--- src/rtl/absmax_row_quantizer_pkg.sv ---
// Shared types and constants for the int8 absmax row quantizer.
// Holds the FSM state enum, the QMAX helper and the rounding-mode selection.
package llmint8_pkg;

    typedef enum logic [0:0] {
        COLLECT = 1'b0,
        EMIT    = 1'b1
    } state_e;

    typedef enum logic [0:0] {
        ROUND_HALF_AWAY = 1'b0,
        ROUND_TRUNCATE  = 1'b1
    } round_mode_e;

    localparam round_mode_e ROUND_MODE = ROUND_HALF_AWAY;

    // Largest magnitude of a symmetric signed integer of the given width.
    function automatic int qmax(input int width);
        return int'((32'd1 << (width - 1)) - 32'd1);
    endfunction

endpackage

--- src/rtl/absmax_row_quantizer_if.sv ---
// Handshake bundle between the quantizer and its upstream/downstream neighbours.
// The slave modport is the quantizer's view; master is the surrounding datapath.
interface absmax_row_quantizer_if #(
    parameter int IN_WIDTH           = 16,
    parameter int ELEMS              = 4,
    parameter int QUANTIZATION_WIDTH = 8,
    parameter int MAX_NUM_WIDTH      = IN_WIDTH
);
    logic [ELEMS-1:0][IN_WIDTH-1:0]           data_in;
    logic                                     data_in_valid;
    logic                                     data_in_ready;
    logic [ELEMS-1:0][QUANTIZATION_WIDTH-1:0] data_out;
    logic                                     data_out_valid;
    logic                                     data_out_ready;
    logic [MAX_NUM_WIDTH-1:0]                 max_num;

    modport slave (
        input  data_in, data_in_valid, data_out_ready,
        output data_in_ready, data_out, data_out_valid, max_num
    );

    modport master (
        output data_in, data_in_valid, data_out_ready,
        input  data_in_ready, data_out, data_out_valid, max_num
    );
endinterface

--- src/rtl/absmax_row_quantizer_quant_elem.sv ---
// Per-element quantizer: q = sign(x) * round_half_away(|x| * QMAX / max_num),
// clamped to [-QMAX, QMAX], forced to zero when max_num is zero.
module quant_elem
    import llmint8_pkg::*;
#(
    parameter int IN_WIDTH           = 16,
    parameter int QUANTIZATION_WIDTH = 8,
    parameter int MAX_NUM_WIDTH      = IN_WIDTH
) (
    input  logic [IN_WIDTH-1:0]           x,
    input  logic [MAX_NUM_WIDTH-1:0]      max_num,
    output logic [QUANTIZATION_WIDTH-1:0] q
);
    localparam int QM = qmax(QUANTIZATION_WIDTH);
    // Headroom for 2*|x|*QMAX plus the rounding bias.
    localparam int PW = MAX_NUM_WIDTH + QUANTIZATION_WIDTH + 2;

    logic signed [MAX_NUM_WIDTH-1:0] x_ext_s;
    logic [MAX_NUM_WIDTH-1:0]        abs_s;
    logic [PW-1:0]                   num_s;
    logic [PW-1:0]                   den_s;
    logic [PW-1:0]                   quot_s;
    logic [QUANTIZATION_WIDTH-1:0]   mag_s;

    // Magnitude, scaled rounding divide, clamp and re-sign.
    always_comb begin
        x_ext_s = MAX_NUM_WIDTH'($signed(x));
        if (x[IN_WIDTH-1]) begin
            abs_s = MAX_NUM_WIDTH'(-x_ext_s);
        end else begin
            abs_s = MAX_NUM_WIDTH'(x_ext_s);
        end

        num_s = PW'(abs_s) * PW'(2 * QM);
        if (ROUND_MODE == ROUND_HALF_AWAY) begin
            num_s = num_s + PW'(max_num);
        end else begin
            num_s = num_s;
        end
        den_s = PW'(max_num) << 1;

        if (max_num == {MAX_NUM_WIDTH{1'b0}}) begin
            quot_s = {PW{1'b0}};
        end else begin
            quot_s = num_s / den_s;
        end

        if (quot_s > PW'(QM)) begin
            mag_s = QUANTIZATION_WIDTH'(QM);
        end else begin
            mag_s = QUANTIZATION_WIDTH'(quot_s);
        end

        if (x[IN_WIDTH-1]) begin
            q = -mag_s;
        end else begin
            q = mag_s;
        end
    end
endmodule

--- src/rtl/absmax_row_quantizer.sv ---
// Row-block int8 quantizer: buffers NUM_BEATS beats while tracking absmax,
// then replays them quantized against that absmax, which is presented as max_num.
module absmax_row_quantizer
    import llmint8_pkg::*;
#(
    parameter int IN_WIDTH           = 16,
    parameter int IN_SIZE            = 4,
    parameter int IN_PARALLELISM     = 1,
    parameter int NUM_BEATS          = 4,
    parameter int QUANTIZATION_WIDTH = 8,
    parameter int MAX_NUM_WIDTH      = IN_WIDTH
) (
    input  logic                   clk,
    input  logic                   rst,
    absmax_row_quantizer_if.slave  io
);
    localparam int ELEMS = IN_PARALLELISM * IN_SIZE;
    localparam int CNT_W = (NUM_BEATS > 1) ? $clog2(NUM_BEATS) : 1;

    typedef logic [ELEMS-1:0][IN_WIDTH-1:0] beat_t;

    state_e                                   state_r;
    state_e                                   next_state_s;
    logic [CNT_W-1:0]                         cnt_r;
    logic [MAX_NUM_WIDTH-1:0]                 absmax_r;
    logic [MAX_NUM_WIDTH-1:0]                 max_num_r;
    logic [MAX_NUM_WIDTH-1:0]                 beat_max_s;
    beat_t                                    buf_r [NUM_BEATS];
    beat_t                                    cur_beat_s;
    logic                                     in_ready_s;
    logic                                     out_valid_s;
    logic                                     in_hs_s;
    logic                                     out_hs_s;
    logic                                     last_s;
    logic [ELEMS-1:0][QUANTIZATION_WIDTH-1:0] q_s;

    function automatic logic [MAX_NUM_WIDTH-1:0] abs_of(input logic [IN_WIDTH-1:0] x);
        logic signed [MAX_NUM_WIDTH-1:0] ext;
        ext = MAX_NUM_WIDTH'($signed(x));
        return x[IN_WIDTH-1] ? MAX_NUM_WIDTH'(-ext) : MAX_NUM_WIDTH'(ext);
    endfunction

    assign last_s     = (cnt_r == CNT_W'(NUM_BEATS - 1));
    assign in_hs_s    = in_ready_s & io.data_in_valid;
    assign out_hs_s   = out_valid_s & io.data_out_ready;
    assign cur_beat_s = buf_r[cnt_r];

    // Running absmax folded with every element of the beat being presented.
    always_comb begin
        beat_max_s = absmax_r;
        for (int i = 0; i < ELEMS; i++) begin
            if (abs_of(io.data_in[i]) > beat_max_s) begin
                beat_max_s = abs_of(io.data_in[i]);
            end else begin
                beat_max_s = beat_max_s;
            end
        end
    end

    // Next-state and handshake decode.
    always_comb begin
        next_state_s = state_r;
        in_ready_s   = 1'b0;
        out_valid_s  = 1'b0;
        case (state_r)
            COLLECT: begin
                in_ready_s = 1'b1;
                if (io.data_in_valid && last_s) begin
                    next_state_s = EMIT;
                end else begin
                    next_state_s = COLLECT;
                end
            end
            EMIT: begin
                out_valid_s = 1'b1;
                if (io.data_out_ready && last_s) begin
                    next_state_s = COLLECT;
                end else begin
                    next_state_s = EMIT;
                end
            end
            default: begin
                next_state_s = COLLECT;
            end
        endcase
    end

    // State, beat counter, running absmax and the latched block maximum.
    always_ff @(posedge clk or posedge rst) begin
        if (rst) begin
            state_r   <= COLLECT;
            cnt_r     <= {CNT_W{1'b0}};
            absmax_r  <= {MAX_NUM_WIDTH{1'b0}};
            max_num_r <= {MAX_NUM_WIDTH{1'b0}};
        end else begin
            state_r <= next_state_s;
            if (in_hs_s) begin
                if (last_s) begin
                    cnt_r     <= {CNT_W{1'b0}};
                    absmax_r  <= {MAX_NUM_WIDTH{1'b0}};
                    max_num_r <= beat_max_s;
                end else begin
                    cnt_r    <= cnt_r + CNT_W'(1);
                    absmax_r <= beat_max_s;
                end
            end else if (out_hs_s) begin
                if (last_s) begin
                    cnt_r <= {CNT_W{1'b0}};
                end else begin
                    cnt_r <= cnt_r + CNT_W'(1);
                end
            end
        end
    end

    // Beat buffer; contents are irrelevant until written, so no reset.
    always_ff @(posedge clk) begin
        if (in_hs_s) begin
            buf_r[cnt_r] <= io.data_in;
        end
    end

    for (genvar g = 0; g < ELEMS; g++) begin : g_quant
        quant_elem #(
            .IN_WIDTH           (IN_WIDTH),
            .QUANTIZATION_WIDTH (QUANTIZATION_WIDTH),
            .MAX_NUM_WIDTH      (MAX_NUM_WIDTH)
        ) u_quant_elem (
            .x       (cur_beat_s[g]),
            .max_num (max_num_r),
            .q       (q_s[g])
        );
    end

    assign io.data_in_ready  = in_ready_s;
    assign io.data_out_valid = out_valid_s;
    assign io.max_num        = max_num_r;
    assign io.data_out       = out_valid_s ? q_s : {ELEMS*QUANTIZATION_WIDTH{1'b0}};
endmodule

--- src/flat_wrapper.sv ---
// flat-port wrapper written by rule: the top's interface ports become plain ports
module absmax_row_quantizer_flat import llmint8_pkg::*;
#(
    parameter int IN_WIDTH           = 16,
    parameter int IN_SIZE            = 4,
    parameter int IN_PARALLELISM     = 1,
    parameter int NUM_BEATS          = 4,
    parameter int QUANTIZATION_WIDTH = 8,
    parameter int MAX_NUM_WIDTH      = IN_WIDTH
)
  (clk, rst, io_data_in, io_data_in_valid, io_data_out_ready, io_data_in_ready, io_data_out, io_data_out_valid, io_max_num);
  absmax_row_quantizer_if #(.IN_WIDTH(IN_WIDTH), .ELEMS((4)), .QUANTIZATION_WIDTH(QUANTIZATION_WIDTH), .MAX_NUM_WIDTH(MAX_NUM_WIDTH)) io_i ();
  input  logic clk;
  input  logic rst;
  input wire logic [$bits(io_i.data_in)-1:0] io_data_in;
  input wire logic [$bits(io_i.data_in_valid)-1:0] io_data_in_valid;
  input wire logic [$bits(io_i.data_out_ready)-1:0] io_data_out_ready;
  output wire logic [$bits(io_i.data_in_ready)-1:0] io_data_in_ready;
  output wire logic [$bits(io_i.data_out)-1:0] io_data_out;
  output wire logic [$bits(io_i.data_out_valid)-1:0] io_data_out_valid;
  output wire logic [$bits(io_i.max_num)-1:0] io_max_num;
  assign io_i.data_in = io_data_in;
  assign io_i.data_in_valid = io_data_in_valid;
  assign io_i.data_out_ready = io_data_out_ready;
  assign io_data_in_ready = io_i.data_in_ready;
  assign io_data_out = io_i.data_out;
  assign io_data_out_valid = io_i.data_out_valid;
  assign io_max_num = io_i.max_num;
  absmax_row_quantizer #(.IN_WIDTH(IN_WIDTH), .IN_SIZE(IN_SIZE), .IN_PARALLELISM(IN_PARALLELISM), .NUM_BEATS(NUM_BEATS), .QUANTIZATION_WIDTH(QUANTIZATION_WIDTH), .MAX_NUM_WIDTH(MAX_NUM_WIDTH)) u_core (.clk(clk), .rst(rst), .io(io_i));
endmodule
--- config.mk ---
export PLATFORM = sky130hd
export DESIGN_NAME = absmax_row_quantizer_flat
export DESIGN_NICKNAME = d
export VERILOG_FILES = /design/src/rtl/absmax_row_quantizer_pkg.sv /design/src/rtl/absmax_row_quantizer_if.sv /design/src/rtl/absmax_row_quantizer_quant_elem.sv /design/src/rtl/absmax_row_quantizer.sv /design/src/flat_wrapper.sv
export SDC_FILE = /design/constraint.sdc
export NUM_CORES = 2
export LEC_CHECK = 0
export BUFFER_PORTS_ARGS = -buffer_cell sky130_fd_sc_hd__buf_4
export CORE_ASPECT_RATIO = 1.5
export CORE_MARGIN = 8
export CORE_UTILIZATION = 30
export DETAILED_ROUTE_END_ITERATION = 6
export PLACE_DENSITY = 0.46
export SETUP_SLACK_MARGIN = 0.2
export SLEW_MARGIN = 20
export SYNTH_ARGS = -nofsm -noshare
export SYNTH_HDL_FRONTEND = slang
export SYNTH_SLANG_ARGS = --single-unit
--- constraint.sdc ---
create_clock -name clk -period 97.9 [get_ports clk]
set_input_delay 0 -clock clk [delete_from_list [all_inputs] [get_ports clk]]
set_output_delay 0 -clock clk [all_outputs]
set_load 0.01 [all_outputs]
; ---- After elaboration in Yosys (flattened, before gate mapping)
; Memories as Yosys holds them, arrays and structs flattened.
; Index checks and enable logic that the tools add are counted.
[word_totals]
register_bits = 35
mem_bits_rw = 256
in_bits = 68
mem_count = 1
[mem_list]
columns = memory, words, word_bits, rd, rd_clocked_by_memory_dff, write_ports, line_no
row1 = u_core.buf_r, 4, 64, 1, 0, 1, absmax_row_quantizer.sv:28  ; beat_t buf_r [NUM_BEATS];
[classes]
addsub = 17
mul = 4
div_mod_pow = 4
order_cmp = 8
eq_ne = 1
n_mux = 36
n_bitwise = 3
n_reduce_logical = 5
[ops]
columns = operator, n
row1 = two-way mux 16 bit, 13
row2 = negator 16 bit, 8
row3 = divider 26 x 17 -> 26 bit, 4
row4 = "greater-than comparator 26 x 7 -> 1 bit, second input constant", 4
row5 = two-way mux 26 bit, 4
row6 = adder 24 x 16 -> 25 bit, 4
row7 = "multiplier 16 x 7 -> 23 bit, second input constant", 4
row8 = greater-than comparator 16 bit, 4
row9 = two-way mux 8 bit, 8
row10 = two-way mux 32 bit, 1
row11 = negator 8 bit, 4
row12 = zero test 16 bit, 1
row13 = two-way mux 1 bit, 6
row14 = two-way mux 2 bit, 3
row15 = "adder 2 x 1 -> 2 bit, second input constant", 1
row16 = AND 1 bit, 2
row17 = "equality test 2 bit, second input constant", 1
row18 = logical AND 1 bit, 2
row19 = case mux 1 bit (2 select lines), 1
row20 = AND reduction 2 bit, 1
row21 = nonzero test 2 bit, 1
row22 = inverter 1 bit, 1

; ---- Longest topological paths before layout
; An unclocked memory read counts as a cell.
[logic_depth]
ltp_word = 12
depth_mapped = 358
mapped_depth_nobuf = 328

; ---- Modules after synthesis
; Synthesis repeated with hierarchy kept, for this count alone.
[unflattened]
hier_cells = 11994
area_unflattened_um2 = 92846.5
[modules_own_cells]
columns = module, n_inst, cells_each, area_each_um2, seq_area_each_um2
row1 = quant_elem (u_core.g_quant[0].u_quant_elem), 1, 2779, 19900.3, 0.0
row2 = quant_elem (u_core.g_quant[1].u_quant_elem), 1, 2736, 19723.9, 0.0
row3 = quant_elem (u_core.g_quant[2].u_quant_elem), 1, 2735, 19451.2, 0.0
row4 = quant_elem (u_core.g_quant[3].u_quant_elem), 1, 2683, 19119.6, 0.0
row5 = absmax_row_quantizer, 1, 1061, 14651.6, 8563.2

; ---- Worst setup path after synthesis
; No wires, ideal clock.
[synth_path]
path_type = reg-to-output
startpoint = reg u_core.cnt_r[0]
endpoint = out io_data_out[12]
arrival_ns = 69.194
required_ns = 97.900
slack_ns = 28.706
stages_incl_launch_ff = 320
path_buffers = 33
cell_sequence = dfrtp_1 clkbuf_1 clkbuf_1 buf_1 clkbuf_1 clkbuf_1 nand2_1 o21ai_0 clkbuf_1 mux2i_1 inv_1 xnor2_1 ha_1 a21oi_1 inv_1 fa_1 inv_1 fa_1 [... 284 more ...] nor2b_1 o21ai_0 nand2b_1 a21oi_1 o21ai_0 a21o_1 a211o_1 a21oi_1 o31a_1 o311a_1 o221a_2 nand2_1 nand2_1 ha_1 o21a_1 nor2_1 xor2_1 nor2_1
[synth_between]
elab_chain_cells = 12
[synth_rtl]
columns = item, line_no
row1 = "start, declared", absmax_row_quantizer.sv:24  ; logic [CNT_W-1:0] cnt_r;
row2 = "start signal, assigned", absmax_row_quantizer.sv:92  ; cnt_r <= {CNT_W{1'b0}};
row3 = "start signal, assigned", absmax_row_quantizer.sv:99  ; cnt_r <= {CNT_W{1'b0}};
row4 = "start signal, assigned", absmax_row_quantizer.sv:103  ; cnt_r <= cnt_r + CNT_W'(1);
row5 = memory (4 x 64 bit) (*), n/a
row6 = negator 16 bit, absmax_row_quantizer_quant_elem.sv:29  ; abs_s = MAX_NUM_WIDTH'(-x_ext_s);
row7 = two-way mux 16 bit, absmax_row_quantizer_quant_elem.sv:28  ; if (x[IN_WIDTH-1]) begin
row8 = multiplier 16 x 7 -> 23 bit, absmax_row_quantizer_quant_elem.sv:34  ; num_s = PW'(abs_s) * PW'(2 * QM);
row9 = adder 24 x 16 -> 25 bit, absmax_row_quantizer_quant_elem.sv:36  ; num_s = num_s + PW'(max_num);
row10 = divider 26 x 17 -> 26 bit, absmax_row_quantizer_quant_elem.sv:45  ; quot_s = num_s / den_s;
row11 = two-way mux 26 bit, absmax_row_quantizer_quant_elem.sv:42  ; if (max_num == {MAX_NUM_WIDTH{1'b0}}) begin
row12 = greater-than comparator 26 x 7 -> 1 bit, absmax_row_quantizer_quant_elem.sv:48  ; if (quot_s > PW'(QM)) begin
row13 = two-way mux 8 bit, absmax_row_quantizer_quant_elem.sv:48
row14 = negator 8 bit, absmax_row_quantizer_quant_elem.sv:55  ; q = -mag_s;
row15 = two-way mux 8 bit (*), absmax_row_quantizer_quant_elem.sv:54  ; if (x[IN_WIDTH-1]) begin
row16 = two-way mux 32 bit (*), absmax_row_quantizer.sv:138  ; assign io.data_out = out_valid_s ? q_s : {ELEMS*QUANTIZATION_WIDTH{1'b0}};
row17 = "end, declared", flat_wrapper.sv:19  ; output wire logic [$bits(io_i.data_out)-1:0] io_data_out;
; Every way passes the cells marked *; elsewhere a longest branch is shown, timed or not.

; ---- Worst setup path in the final report
[layout_path]
startpoint = reg u_core.cnt_r[0]
endpoint = out io_data_out[22]
; The elaborated chain is that of the path after synthesis.

==> results summary <==
Synthesis handed over a netlist of 11356 instances. The final HPWL from detailed placement came out at 288000 um. In this design, the stage delay of the slowest critical-path cell is 0.92 ns. Across all register-to-register paths, the minimum setup slack is 87.56 ns. The synthesized netlist devotes around a quarter of its cell area to adder and majority cells. The worst hold path terminates at u_core.absmax_r[0]. The post-synth design cell area came out at between 80000 and 90000 sq um. For this block, the initial DRC count from the detailed router was 4672. The global-route total usage across every layer came out at 21.3%. Dividing the final minimum period by the clock period gives between 80% and 90%. The number of vias per cell came out at 5.68. The number of flops mapped to enable cells by yosys came out at between 200 and 300. The highest net fanout along the worst path is 39. After floorplanning, the core was divided into between 200 and 250 placement rows. The root buffer cell chosen for the clock tree is sky130_fd_sc_hd__clkbuf_16. The path class of the tightest hold or removal check is input pin to register. In this run, synthesis produced a sequential element count of 291. The slowest stage of the critical path belongs to the cell sky130_fd_sc_hd__a2111oi_1. The flow ran to the end, and the final reports show no timing, DRC or antenna violations. The most numerous cell type found on the critical path is sky130_fd_sc_hd__o21a_1. The mean cell area of the mapped netlist is 7.80 sq um. The total negative slack for setup checks is 0 ns. Cells fill between 30% and 40% of the core in the end. Setup repair after global routing left no endpoint under its margin.

The proportion of synthesized area in mux cells came out at roughly 6.2%. The count of antenna-violating nets left after detailed routing is 0. The routed wire length is roughly 350000 um.

In this run the most critical hold path is launched from io_data_in_valid. The count of endpoints failing hold in the final timing report is 0. The arrival time of data at the critical path endpoint came out at 79.92 ns. The x dimension of the die is between 400 and 500 um. The share of synthesized area occupied by flip-flops and latches came out at around a tenth. The dominant combinational cell family by area after synthesis is compound AO/OA/AOI/OAI gates.

In this run the worst setup path begins at u_core.cnt_r[0]. Yosys mapped the design onto about 140 distinct sky130hd cell types. The setup clock skew after layout is a little under 0.02 ns. Summing over every cut layer, the via total after detailed routing is between 80000 and 90000. The pre-CTS worst setup slack came out at about 19 ns. The category of the worst setup path capture point is an output port. The height of the chip is around 680 um. The worst-skew pair later-pin latency came out at between 0.5 and 0.6 ns.

The worst path needs about 80 ns of the cycle, external delays included. After clock tree synthesis, the clock-pin slew on the worst setup and hold paths is ~0.08 ns. The number of cells on the worst reg-to-reg path came out at 61. The worst hold slack after final layout is about 0.12 ns. The total die area is 313000 sq um. The boundary pin count is about 120. The worst slew margin relative to its limit is about a fifth. The congestion estimate from routability-driven global placement came to roughly 0.93. The fraction of final layout cells with drive strength greater than 1 came out at about 8.5%. The final number of max-transition violations is 0. The number of optimization iterations in the first detailed-route pass came out at 5. The data required time at the worst endpoint came out at ~98 ns. The wire length of the first global-routing pass is between 500000 and 600000 um. The max capacitance violation total came out at 0.

The number of buffers created by CTS came out at 22. The core outline area came out at 294000 sq um. The peak clock frequency supported by timing came out at about 13 MHz. The pin count of the biggest net entering global routing is between 60 and 70. Counting flops with an async set or reset pin after synthesis yields a share of 12.0%. The slew at the pin closest to its max-slew limit is 1.19 ns.

Setup slack closes at 17.98 ns. The worst flop-to-flop path startpoint is u_core.absmax_r[9]. The number of antenna violations at the first check in global routing is 4.

The maximum number of buffers from clock root to sink came out at 3. The fraction of post-synthesis cell area in the top cell type by area came out at roughly a fifth. Relative to the synthesized area, the layout overhead comes to 8.59%. The worst setup path is of the register to output port kind. STA classifies the critical path startpoint as a register. The dominant cell type by area after synthesis is sky130_fd_sc_hd__ha_1. The terminus of the critical flop-to-flop path is u_core.io.max_num[12]. The buffering stage count on the worst path with inverters included is 14. Setup violations remaining at the end of the flow were counted as 0.

The total number of nets in the final design is ~13000. The multi-input gate area in the final layout is about 77000 sq um. By area the synthesized netlist is led by sky130_fd_sc_hd__ha_1 (21%), sky130_fd_sc_hd__edfxtp_1 (8.7%), sky130_fd_sc_hd__xnor2_1 (5.2%), sky130_fd_sc_hd__o21a_1 (4.5%), sky130_fd_sc_hd__a21oi_1 (4.4%).

The register cell area after layout came out at approximately 8600 sq um. The fill cell total of the finished layout came out at slightly above 30000. The count of buffers from port buffering is about 120. The via count of the first global-routing pass came out at roughly 89000. Summing the areas of all compound-gate instances in the mapped netlist gives 27.1% of the synthesized area. The worst hold path was traced through 4 stages. In the routed design, unresolved DRC markers number 0. For this run, the number of Yosys warnings is 0.

TritonCTS built the clock tree. The starting density of the core is a little under a third. The most used flip-flop cell after synthesis is sky130_fd_sc_hd__edfxtp_1. The post-synthesis xor/xnor area fraction is 8.12%.

The wire length per cell after detailed routing is around 23 um. In the synthesized netlist, the cells that appear most often are sky130_fd_sc_hd__ha_1 (1468), sky130_fd_sc_hd__nand2_1 (998), sky130_fd_sc_hd__nor2_1 (968), sky130_fd_sc_hd__a21oi_1 (782), sky130_fd_sc_hd__inv_1 (623). The simple-gate share of the synthesized area is between 20% and 30%. CTS built an H-tree with a depth of 1. The post-cts gate resize count is 0. The total overflow left after global routing is 0. The most common cell in the synthesized netlist is sky130_fd_sc_hd__ha_1. The number of clock sinks came out at slightly below 300. Broken down by cell family, the worst path's largest delay share belongs to compound AO/OA/AOI/OAI gates.
[timing repair]
item                                   CTS  global route
buffers inserted                         0             0
endpoints found under the hold margin  297             0
hold buffers                            66             0
[worst max path at each step]
stage / endpoint / slack, ns / cells past startpoint
final: io_data_out[22] / 17.98 / 318
after global routing: io_data_out[22] / 11.50 / 318
after CTS: io_data_out[22] / 18.14 / 314
after detailed placement: io_data_out[22] / 19.02 / 316
after global placement: io_data_out[22] / 20.33 / 315
after floorplan: io_data_out[12] / 28.71 / 319
[layout make-up]
| cell class | count | area share, % |
|---|---|---|
| Timing Repair Buffer | 357 | 2.97 |
| Tap cell | 3936 | 5.12 |
| Clock buffer | 25 | 0.616 |
| Inverter | 630 | 2.50 |
| Multi-Input combinational cell | 10172 | 79.7 |
| Clock inverter | 15 | 0.168 |
| Sequential cell | 291 | 8.91 |
| Antenna cell | 1 | 0.00260 |
[stage by stage]
stage,std cells,area (sq um)
6_report,15427,96200
5_1_grt,15426,96200
4_1_cts,15426,96200
3_5_place_dp,15320,94800
3_3_place_gp,15320,94800
2_1_floorplan,11359,88600
[layer usage]
metal | track usage, % | routed length (um) | up-vias
met4 | 11.1 | 22700 | 4
met3 | 1.57 | 10500 | 710
li1 | - | - | 42825
met2 | 41.3 | 182000 | 1909
met1 | 22.7 | 135000 | 42112
met5 | 0 | 21 | -
[sequential cells by signal, indices dropped and copies added (netlist names)]
| name | flops |
|---|---|
| u_core.io.max_num | 16 |
| u_core.buf_r | 256 |
| u_core.cnt_r | 2 |
| u_core.state_r | 1 |
| u_core.absmax_r | 16 |
[layout by cell type (no fill, tap or decap), types with 139 or more instances in the layout]
| master | synthesis | routed |
|---|---|---|
| sky130_fd_sc_hd__or3_1 | 142 | 142 |
| sky130_fd_sc_hd__o21ai_0 | 593 | 589 |
| sky130_fd_sc_hd__nand2_1 | 998 | 997 |
| sky130_fd_sc_hd__o31ai_1 | 267 | 267 |
| sky130_fd_sc_hd__inv_1 | 623 | 605 |
| sky130_fd_sc_hd__buf_4 | 8 | 290 |
| sky130_fd_sc_hd__edfxtp_1 | 256 | 256 |
| sky130_fd_sc_hd__o21a_1 | 527 | 526 |
| sky130_fd_sc_hd__xor2_1 | 291 | 291 |
| sky130_fd_sc_hd__a21oi_1 | 782 | 780 |
| sky130_fd_sc_hd__nor2_1 | 968 | 965 |
| sky130_fd_sc_hd__ha_1 | 1468 | 1468 |
| sky130_fd_sc_hd__nand2b_1 | 139 | 139 |
| sky130_fd_sc_hd__fa_1 | 160 | 160 |
| sky130_fd_sc_hd__a21o_1 | 302 | 302 |
| sky130_fd_sc_hd__nand3_1 | 210 | 210 |
| sky130_fd_sc_hd__nor3_1 | 533 | 531 |
| sky130_fd_sc_hd__mux2_2 | 274 | 274 |
| sky130_fd_sc_hd__xnor2_1 | 528 | 528 |
[kinds of logic after synthesis]
family | Yosys count
AND/OR/NAND/NOR | 3763
AO/OA/AOI/OAI | 3516
adder cells (fa/ha/maj) | 1631
buffers and inverters | 896
XOR/XNOR | 820
multiplexers | 438
flip-flops | 291
other | 1
[tightest hold or removal path: stages]
cell and delay, ns:
sky130_fd_sc_hd__buf_4 0.09, sky130_fd_sc_hd__nor2b_1 0.12, sky130_fd_sc_hd__buf_4 0.30, sky130_fd_sc_hd__o22ai_1 0.12
Power is not shown: default switching activity piles up to over one toggle a cycle in this logic, so the estimate is an artifact.
